**config.mk**
```make
export PLATFORM = sky130hd
export DESIGN_NAME = minhash_sorter_flat
export DESIGN_NICKNAME = d
export VERILOG_FILES = /design/src/rtl/minhash_sorter_pkg.sv /design/src/rtl/minhash_sorter_if.sv /design/src/rtl/minhash_sorter_slot_cell.sv /design/src/rtl/minhash_sorter.sv /design/src/flat_wrapper.sv
export SDC_FILE = /design/constraint.sdc
export NUM_CORES = 1
export LEC_CHECK = 0
export CAP_MARGIN = 0
export CORE_MARGIN = 2
export CORE_UTILIZATION = 45
export DETAILED_ROUTE_END_ITERATION = 7
export GPL_TIMING_DRIVEN = 0
export SETUP_SLACK_MARGIN = 0.05
export SYNTH_ARGS = -nofsm -noshare
export SYNTH_HDL_FRONTEND = slang
export SYNTH_HIERARCHICAL = 1
export SYNTH_SLANG_ARGS = --single-unit
```
**constraint.sdc**
```tcl
create_clock -name clk -period 5.85 [get_ports clk]
set_input_delay 0.8775 -clock clk [delete_from_list [all_inputs] [get_ports clk]]
set_output_delay 0.8775 -clock clk [all_outputs]
set_load 0.005 [all_outputs]
```
**src/rtl/minhash_sorter_pkg.sv**
```systemverilog
// Shared types and default sizes for the MinHash selection stage.
package minhash_sorter_pkg;

    localparam int SORTER_EXTENDER_INDICES_COUNT = 4;
    localparam int HASHER_SORTER_SIGNATURE       = 32;
    localparam int INDICE_LEN                    = 5;

    // One hasher beat: signature in the upper bits, k-mer index below it.
    typedef struct packed {
        logic [HASHER_SORTER_SIGNATURE-1:0] signature;
        logic [INDICE_LEN-1:0]              index;
    } signature_index_pack;

    // One entry of the sorted table.
    typedef struct packed {
        logic                               valid;
        logic [HASHER_SORTER_SIGNATURE-1:0] signature;
        logic [INDICE_LEN-1:0]              index;
    } sorter_slot;

    typedef enum logic {
        COLLECT = 1'b0,
        OUTPUT  = 1'b1
    } sorter_state_e;

    function automatic signature_index_pack pack_sig(
        input logic [HASHER_SORTER_SIGNATURE-1:0] sig,
        input logic [INDICE_LEN-1:0]              idx
    );
        return {sig, idx};
    endfunction

endpackage

```
**src/rtl/minhash_sorter_if.sv**
```systemverilog
// Hasher-side beat stream and extender-side result handshake of the sorter.
interface minhash_sorter_if #(
    parameter int K     = minhash_sorter_pkg::SORTER_EXTENDER_INDICES_COUNT,
    parameter int SIG_W = minhash_sorter_pkg::HASHER_SORTER_SIGNATURE,
    parameter int IDX_W = minhash_sorter_pkg::INDICE_LEN,
    parameter int CNT_W = $clog2(K+1)
);
    logic                   in_valid;
    logic                   in_ready;
    logic [SIG_W+IDX_W-1:0] in_data;
    logic                   in_last;
    logic                   out_valid;
    logic                   out_ready;
    logic [K*IDX_W-1:0]     out_indices;
    logic [CNT_W-1:0]       out_count;

    // Environment side: hasher driving beats, extender consuming results.
    modport master (
        output in_valid, in_data, in_last, out_ready,
        input  in_ready, out_valid, out_indices, out_count
    );

    // Sorter side.
    modport slave (
        input  in_valid, in_data, in_last, out_ready,
        output in_ready, out_valid, out_indices, out_count
    );
endinterface

```
**src/rtl/minhash_sorter_slot_cell.sv**
```systemverilog
// One slot of the sorted table. It compares its own signature against the
// incoming one and picks hold, shift-from-below or load-new. The le outputs
// of all slots form a thermometer code: ones below the insertion point.
module sorter_slot_cell #(
    parameter int SIG_W = 32,
    parameter int IDX_W = 5
) (
    input  logic             clk,
    input  logic             rst,
    input  logic             clear,
    input  logic             ins,
    input  logic [SIG_W-1:0] new_sig,
    input  logic [IDX_W-1:0] new_idx,
    input  logic             below_le,
    input  logic             below_valid,
    input  logic [SIG_W-1:0] below_sig,
    input  logic [IDX_W-1:0] below_idx,
    output logic             le,
    output logic             valid_q,
    output logic [SIG_W-1:0] sig_q,
    output logic [IDX_W-1:0] idx_q,
    output logic             valid_d,
    output logic [IDX_W-1:0] idx_d
);
    logic [SIG_W-1:0] sig_d;

    // Keeping "<=" makes an equal later arrival land above the earlier one.
    assign le = valid_q && (sig_q <= new_sig);

    // Next slot content: hold unless the new entry lands at or below us.
    always_comb begin
        valid_d = valid_q;
        sig_d   = sig_q;
        idx_d   = idx_q;
        if (clear) begin
            valid_d = 1'b0;
            sig_d   = '0;
            idx_d   = '0;
        end else if (ins && !le) begin
            if (below_le) begin
                valid_d = 1'b1;
                sig_d   = new_sig;
                idx_d   = new_idx;
            end else begin
                valid_d = below_valid;
                sig_d   = below_sig;
                idx_d   = below_idx;
            end
        end
    end

    // Slot register.
    always_ff @(posedge clk) begin
        if (rst) begin
            valid_q <= 1'b0;
            sig_q   <= '0;
            idx_q   <= '0;
        end else begin
            valid_q <= valid_d;
            sig_q   <= sig_d;
            idx_q   <= idx_d;
        end
    end
endmodule

```
**src/rtl/minhash_sorter.sv**
```systemverilog
// Keeps the K smallest signatures of a fragment and hands their indices to
// the extender after the fragment's last beat.
//
//   state   | meaning
//   COLLECT | accepting hasher beats, inserting each into the table
//   OUTPUT  | result presented to the extender, input stalled
module minhash_sorter
    import minhash_sorter_pkg::*;
#(
    parameter int K     = SORTER_EXTENDER_INDICES_COUNT,
    parameter int SIG_W = HASHER_SORTER_SIGNATURE,
    parameter int IDX_W = INDICE_LEN,
    parameter int CNT_W = $clog2(K+1)
) (
    input logic               clk,
    input logic               rst,
    minhash_sorter_if.slave   bus
);
    sorter_state_e state, state_nxt;

    logic             in_ready_q;
    logic             out_valid_q;
    logic [K*IDX_W-1:0] out_indices_q;
    logic [CNT_W-1:0] out_count_q;

    logic             accept;
    logic             clear;
    logic [SIG_W-1:0] new_sig;
    logic [IDX_W-1:0] new_idx;

    logic [K-1:0]     le;
    logic [K-1:0]     valid_q;
    logic [K-1:0]     valid_d;
    logic [SIG_W-1:0] sig_q [K];
    logic [IDX_W-1:0] idx_q [K];
    logic [IDX_W-1:0] idx_d [K];

    logic [K-1:0]     below_le;
    logic [K-1:0]     below_valid;
    logic [SIG_W-1:0] below_sig [K];
    logic [IDX_W-1:0] below_idx [K];

    logic [K*IDX_W-1:0] indices_nxt;
    logic [CNT_W-1:0]   count_nxt;

    // The top slot only ever gets discarded, so its outputs feed nothing.
    logic unused_top_slot;
    assign unused_top_slot = ^{le[K-1], valid_q[K-1], sig_q[K-1], idx_q[K-1]};

    assign accept  = bus.in_valid && in_ready_q;
    assign clear   = out_valid_q && bus.out_ready;
    assign new_sig = bus.in_data[SIG_W+IDX_W-1:IDX_W];
    assign new_idx = bus.in_data[IDX_W-1:0];

    // Slot 0 sees an always-true "below" compare so it can take the new entry.
    assign below_le    = {le[K-2:0], 1'b1};
    assign below_valid = {valid_q[K-2:0], 1'b0};

    for (genvar i = 0; i < K; i++) begin : g_slot
        if (i == 0) begin : g_floor
            assign below_sig[i] = '0;
            assign below_idx[i] = '0;
        end else begin : g_chain
            assign below_sig[i] = sig_q[i-1];
            assign below_idx[i] = idx_q[i-1];
        end

        sorter_slot_cell #(
            .SIG_W (SIG_W),
            .IDX_W (IDX_W)
        ) u_cell (
            .clk         (clk),
            .rst         (rst),
            .clear       (clear),
            .ins         (accept),
            .new_sig     (new_sig),
            .new_idx     (new_idx),
            .below_le    (below_le[i]),
            .below_valid (below_valid[i]),
            .below_sig   (below_sig[i]),
            .below_idx   (below_idx[i]),
            .le          (le[i]),
            .valid_q     (valid_q[i]),
            .sig_q       (sig_q[i]),
            .idx_q       (idx_q[i]),
            .valid_d     (valid_d[i]),
            .idx_d       (idx_d[i])
        );
    end

    // Pack the next table contents so the registered outputs track the table.
    always_comb begin
        indices_nxt = '0;
        count_nxt   = '0;
        for (int i = 0; i < K; i++) begin
            if (valid_d[i]) begin
                indices_nxt[i*IDX_W +: IDX_W] = idx_d[i];
                count_nxt = count_nxt + CNT_W'(1);
            end
        end
    end

    // Next-state logic.
    always_comb begin
        state_nxt = state;
        case (state)
            COLLECT: if (accept && bus.in_last) state_nxt = OUTPUT;
            OUTPUT:  if (clear)                 state_nxt = COLLECT;
            default: state_nxt = COLLECT;
        endcase
    end

    // State and registered handshake/result outputs.
    always_ff @(posedge clk) begin
        if (rst) begin
            state         <= COLLECT;
            in_ready_q    <= 1'b0;
            out_valid_q   <= 1'b0;
            out_indices_q <= '0;
            out_count_q   <= '0;
        end else begin
            state         <= state_nxt;
            in_ready_q    <= (state_nxt == COLLECT);
            out_valid_q   <= (state_nxt == OUTPUT);
            out_indices_q <= indices_nxt;
            out_count_q   <= count_nxt;
        end
    end

    assign bus.in_ready    = in_ready_q;
    assign bus.out_valid   = out_valid_q;
    assign bus.out_indices = out_indices_q;
    assign bus.out_count   = out_count_q;
endmodule

```
**src/flat_wrapper.sv**
```systemverilog
// flat-port wrapper written by rule: the top's interface ports become plain ports
module minhash_sorter_flat import minhash_sorter_pkg::*;
#(
    parameter int K     = SORTER_EXTENDER_INDICES_COUNT,
    parameter int SIG_W = HASHER_SORTER_SIGNATURE,
    parameter int IDX_W = INDICE_LEN,
    parameter int CNT_W = $clog2(K+1)
)
  (clk, rst, bus_in_valid, bus_in_data, bus_in_last, bus_out_ready, bus_in_ready, bus_out_valid, bus_out_indices, bus_out_count);
  minhash_sorter_if #(.K(K), .SIG_W(SIG_W), .IDX_W(IDX_W), .CNT_W(CNT_W)) bus_i ();
  input logic clk;
  input logic rst;
  input wire logic [$bits(bus_i.in_valid)-1:0] bus_in_valid;
  input wire logic [$bits(bus_i.in_data)-1:0] bus_in_data;
  input wire logic [$bits(bus_i.in_last)-1:0] bus_in_last;
  input wire logic [$bits(bus_i.out_ready)-1:0] bus_out_ready;
  output wire logic [$bits(bus_i.in_ready)-1:0] bus_in_ready;
  output wire logic [$bits(bus_i.out_valid)-1:0] bus_out_valid;
  output wire logic [$bits(bus_i.out_indices)-1:0] bus_out_indices;
  output wire logic [$bits(bus_i.out_count)-1:0] bus_out_count;
  assign bus_i.in_valid = bus_in_valid;
  assign bus_i.in_data = bus_in_data;
  assign bus_i.in_last = bus_in_last;
  assign bus_i.out_ready = bus_out_ready;
  assign bus_in_ready = bus_i.in_ready;
  assign bus_out_valid = bus_i.out_valid;
  assign bus_out_indices = bus_i.out_indices;
  assign bus_out_count = bus_i.out_count;
  minhash_sorter #(.K(K), .SIG_W(SIG_W), .IDX_W(IDX_W), .CNT_W(CNT_W)) u_core (.clk(clk), .rst(rst), .bus(bus_i));
endmodule
```
Word-level counts from Yosys, hierarchy flattened. Cells that the tools add are included.

Register bits: 177. Input bits: 42. Output and inout port bits: 25. Logic and storage cells: 84.

Add/sub/neg operators: 3. $lt $le $gt $ge: 4. Muxes and demuxes: 32. Bitwise operators: 6. Reduce and logical (&&, ||, !) cells: 20.

Operators with widths (number): $le A32 B32 Y1 (4); $mux W32 (3); $mux W5 (11); $mux W1 (14); $logic_and A1 B1 Y1 (11); $reduce_or A2 Y1 (5); $mux W3 (3); $add A3 B1 Y3 const B (2); $not A1 Y1 (6); $logic_not A1 Y1 (4); $add A1 B1 Y2 const B (1); $pmux W1 S2 (1).

Depth between registers and ports, before layout. Gate-level depths: netlist of run 1.

Word-level depth: 13. Depth in mapped cells: 21. Depth with buffers taken out: 19.

Cells and area by module. The synthesis of run 1 kept the hierarchy.

By module, submodules not included: sorter_slot_cell (instances 4, cells each 352, area an instance 2867.8 um2, seq. area each 760.7 um2); minhash_sorter (instances 1, cells each 75, area an instance 845.8 um2, seq. area each 500.5 um2).

Least setup slack after synthesis of run 1. No wires, ideal clock.

Path type: input to register. Start: input port bus_in_data[12]. End: register u_core.out_count_q[2] (netlist: u_core/bus.out_count[2]). Library setup time: 121 ps. Data arrival time: 4279 ps. Required time: 5729 ps. Slack: 1451 ps. Stages: 20. Buffers on the path: 2. Path through: inv_1 -> ha_1 -> a21oi_1 -> o21ai_0 -> a221oi_1 -> a31oi_2 -> a2bb2oi_1 -> nor2b_1 -> clkbuf_1 -> clkbuf_1 -> nor2_1 -> nand2_1 -> o21ai_0 -> o22ai_1 -> inv_1 -> ha_1 -> xor2_2 -> ha_1 -> and3b_1 -> mux2_2.

Elaborated cells between the ends (all ways): 34. Classes of those cells: add/sub: 3; order compare: 4; mux: 15; reduce/logical: 12.

RTL lines: start, declared (line flat_wrapper.sv:14) `input wire logic [$bits(bus_i.in_data)-1:0] bus_in_data;`; $le A32 B32 Y1 (*) (line minhash_sorter_slot_cell.sv:28) `assign le = valid_q && (sig_q <= new_sig);`; $logic_and A1 B1 Y1 (*) (line minhash_sorter_slot_cell.sv:28); named net u_core.below_le[1] (line minhash_sorter.sv:38) `logic [K-1:0] below_le;`; $mux W1 (*) (line minhash_sorter_slot_cell.sv:40) `if (below_le) begin`; $mux W1 (*) (line minhash_sorter_slot_cell.sv:39) `end else if (ins && !le) begin`; $mux W1 (*) (line minhash_sorter_slot_cell.sv:35) `if (clear) begin`; named net u_core.valid_d[1] (line minhash_sorter.sv:33) `logic [K-1:0] valid_d;`; $mux W3 (*) (line minhash_sorter.sv:96) `if (valid_d[i]) begin`; $add A3 B1 Y3 (line minhash_sorter.sv:98) `count_nxt = count_nxt + CNT_W'(1);`; $mux W3 (*) (line minhash_sorter.sv:96); $add A3 B1 Y3 (line minhash_sorter.sv:98); $mux W3 (*) (line minhash_sorter.sv:96); end signal, assigned (line minhash_sorter.sv:126) `out_count_q <= count_nxt;`; end, declared (line minhash_sorter.sv:24) `logic [CNT_W-1:0] out_count_q;`.

Mark *: on every way through the listed nets, which the timed path passes. The rest lies on a longest branch. A chain may end at the register's enable or synchronous reset.

Worst setup path in the final report of run 1.
Start: input port bus_in_data[18]. End: register u_core.out_count_q[2] (netlist: u_core/bus.out_count[2]).

The elaborated chain is that of the path after synthesis.

==> results of run 1 <==
==> routing by layer <==
layer	routed length, um	vias up
met5	0	-
met4	580	0
met3	1130	34
met2	17000	205
met1	16300	5002
li1	-	5359
==> state kept, by name, indices dropped and copies added, names as in the netlist <==
register                      count
u_core/g_slot.u_cell/idx_q       20
u_core/bus.out_indices           20
u_core/g_slot.u_cell/valid_q      4
u_core/bus.in_ready               1
u_core/bus.out_count              3
u_core/g_slot.u_cell/sig_q      128
u_core/bus.out_valid              1
==> worst max-delay path by stage <==
stage                                from                                  to  slack (ps)
after floorplan           bus_in_data[12]  u_core/bus.out_count[2]$_SDFF_PP0_        1450
after global placement    bus_in_data[18]  u_core/bus.out_count[2]$_SDFF_PP0_         -80
after detailed placement  bus_in_data[18]  u_core/bus.out_count[2]$_SDFF_PP0_         -70
after CTS                 bus_in_data[10]  u_core/bus.out_count[2]$_SDFF_PP0_         400
after global routing      bus_in_data[18]  u_core/bus.out_count[2]$_SDFF_PP0_          70
final                     bus_in_data[18]  u_core/bus.out_count[2]$_SDFF_PP0_         290
==> power groups by stage <==
stage,logic [W],clock network (W),registers (W)
6_report,0.00104,0.00115,0.00136
5_1_grt,0.00116,0.00122,0.00137
4_1_cts,0.00103,0.00117,0.00136
3_5_place_dp,0.00103,0,0.00139
3_3_place_gp,0.00101,0,0.00139
2_1_floorplan,0.000735,0,0.00137
==> critical path, cell delays in order <==
cell             delay (ps)
clkdlybuf4s50_1         630
inv_1                   140
ha_1                    320
nand4_1                 170
nor4_1                  660
a2bb2oi_1               230
nor2b_1                 150
clkbuf_1                290
clkbuf_1                400
nor2_1                  120
nand2_1                  90
o21ai_0                 120
o22ai_1                 470
inv_1                   100
ha_1                    330
xor2_2                  170
ha_1                    220
and3b_1                 150
mux2_2                  250
==> cell type report <==
cell class | instances | area [um2] | area share
timing repair buffer | 66 | 661 | 0.0468
clock inverter | 12 | 111 | 0.00789
tap | 341 | 427 | 0.0302
inverter | 134 | 503 | 0.0357
sequential | 177 | 3540 | 0.251
clock buffer | 20 | 457 | 0.0324
multi-input combinational | 1123 | 7960 | 0.564
buffer | 85 | 443 | 0.0314
==> placed cells by master, fill, tap and decap left out, drive strengths merged, types with 23 or more instances in the layout <==
master and count:
and2 23, nor2 147, nand4 36, nand2b 56, a211o 124, conb 39, mux2i 168, inv 143
o21ai 24, nand2 208, a21oi 53, clkdlybuf4s50 66, clkbuf 88, dfxtp 177, ha 131
==> stage by stage <==
| stage | std cells | total power (W) | area [um2] | TNS (ps) | hold WS [ps] |
|---|---|---|---|---|---|
| 5_1_grt | 1958 | 0.00375 | 14100 | 0 | 484 |
| 6_report | 1958 | 0.00354 | 14100 | 0 | 467 |
| 4_1_cts | 1958 | 0.00356 | 14100 | 0 | 469 |
| 3_3_place_gp | 1926 | 0.00240 | 13500 | -77.1 | 447 |
| 2_1_floorplan | 1519 | 0.00210 | 12400 | 0 | 438 |
| 3_5_place_dp | 1926 | 0.00241 | 13500 | -66.6 | 459 |
==> flow_metrics.py, run 1 <==
metrics = {
    "run_status": {
        "status": "completed",
    },
    "worst_setup_path": {
        "critical_path_class": "in -> reg",
        "rr_endpoint": "u_core/bus.out_count[2]$_SDFF_PP0_",
        "critPathLaunchType": "input pin",
        "required_ps": 6190,
        "r2r_cells": 17,
        "end_kind": "flip-flop",
        "worstPathMaxFanout": 10,
        "cp.arrival_ps": 5900,
        "reg2reg_from": "u_core/g_slot[0].u_cell/sig_q[11]$_SDFFE_PP0N_",
        "rrSetupSlack_ps": 1150,
    },
    "timing": {
        "finalCritPeriodShare": 0.950,
        "setup_viol": 0,
        "hold_violations": 0,
        "worst_pin_slew_ps": 848,
        "finClkSkew_ps": 15.2,
        "finalCriticalPeriod_ps": 5560,
        "rsz0062_at_grt": "no",
        "relSlewSlack": 0.435,
        "worst_slack_ps": 292,
        "clock.fmax_mhz": 180,
        "slew_violations": 0,
    },
    "global_route": {
        "grt_pass1_wl_um": 55100,
        "grt_use_met3": 0.0252,
        "gr-total-overflow": 0,
        "grt_max_degree": 21,
        "grt_use_met1": 0.327,
        "grt_pass1_vias": 10312,
        "met2_usage": 0.431,
        "grtUsageTotal": 0.248,
        "busiest_layer": "met2",
        "antenna_found_initial": 0,
    },
    "placement": {
        "dp_slack_ps": -66.6,
        "place_congestion": 0.880,
        "io_buffers": 66,
        "dpl.hpwl_um": 27800,
    },
    "die": {
        "rows": 60,
        "die_w_um": 169,
        "die_y_um": 169,
        "coreArea_um2": 26900,
        "die-area_um2": 28700,
        "initial_core_util": 0.458,
        "ioPinCount": 67,
    },
    "worst_hold_path": {
        "hold_path_depth": 2,
        "min_from": "u_core/g_slot[3].u_cell/sig_q[27]$_SDFFE_PP0N_",
        "hold_class": "reg -> reg",
        "min_to": "u_core/g_slot[3].u_cell/sig_q[27]$_SDFFE_PP0N_",
    },
    "cts": {
        "ctsRootBufferMaster": "clkbuf_16",
        "cts_buffers": 17,
        "post_cts_buffers": 0,
        "cts_hold_buf": 0,
        "clkTransAtPathRegs_ps": 80,
        "clockBufferDepth": 2,
        "htree_levels": 4,
        "clk_latency_ps": 440,
        "cts_tree": "done",
        "cts.sinks": 177,
        "cts_resized": 0,
    },
    "power_and_ir_drop": {
        "switchingPower_w": 0.00123,
        "power.density_nw_per_um2": 251,
        "combPwrFrac": 0.293,
        "p_int_w": 0.00231,
        "p_clk_frac": 0.323,
        "switching_share": 0.347,
        "ir_drop_v": 0.000223,
        "p_seq_frac": 0.384,
        "p_leak_nw": 6.96,
    },
    "detailed_routing": {
        "first_pass_iters": 7,
        "wl_um": 35000,
        "routed_via_density": 5.41,
        "ant_nets": 0,
        "route.detailed.drc": 0,
        "via_count": 10600,
        "drtIter0Drc": 576,
        "wl_per_cell_um": 17.9,
    },
    "cells_and_area": {
        "num-fill-cells": 2611,
        "diodes": 0,
        "post-route-util": 0.525,
        "drive_gt1_frac": 0.0513,
        "areaGrowthSynthToFinish_pct": 14.6,
        "layout.nets": 1777,
    },
    "logic_synthesis": {
        "syn_inst": 1482,
        "synth_warnings": 6,
        "synth_area_per_cell_um2": 8.31,
        "synth_area_um2": 12300,
    },
    "job": {
        "maxCapViolCount": 0,
    },
}
(Power assumes the default switching activity.)
==> run 2, diff against run 1 <==
clock period = 6.15 ns   (was 5.85 ns; I/O delays follow)
==> results of run 2 <==
Same layout as run 1 (identical final DEF). Status: completed.
Among the figures that moved: setup slack after placement -66.6 ps -> 188 ps; setup slack after layout 292 ps -> 547 ps; register-to-register setup slack 1150 ps -> 1450 ps; total power 0.00354 W -> 0.00337 W; worst IR drop on VDD 0.000223 V -> 0.000212 V
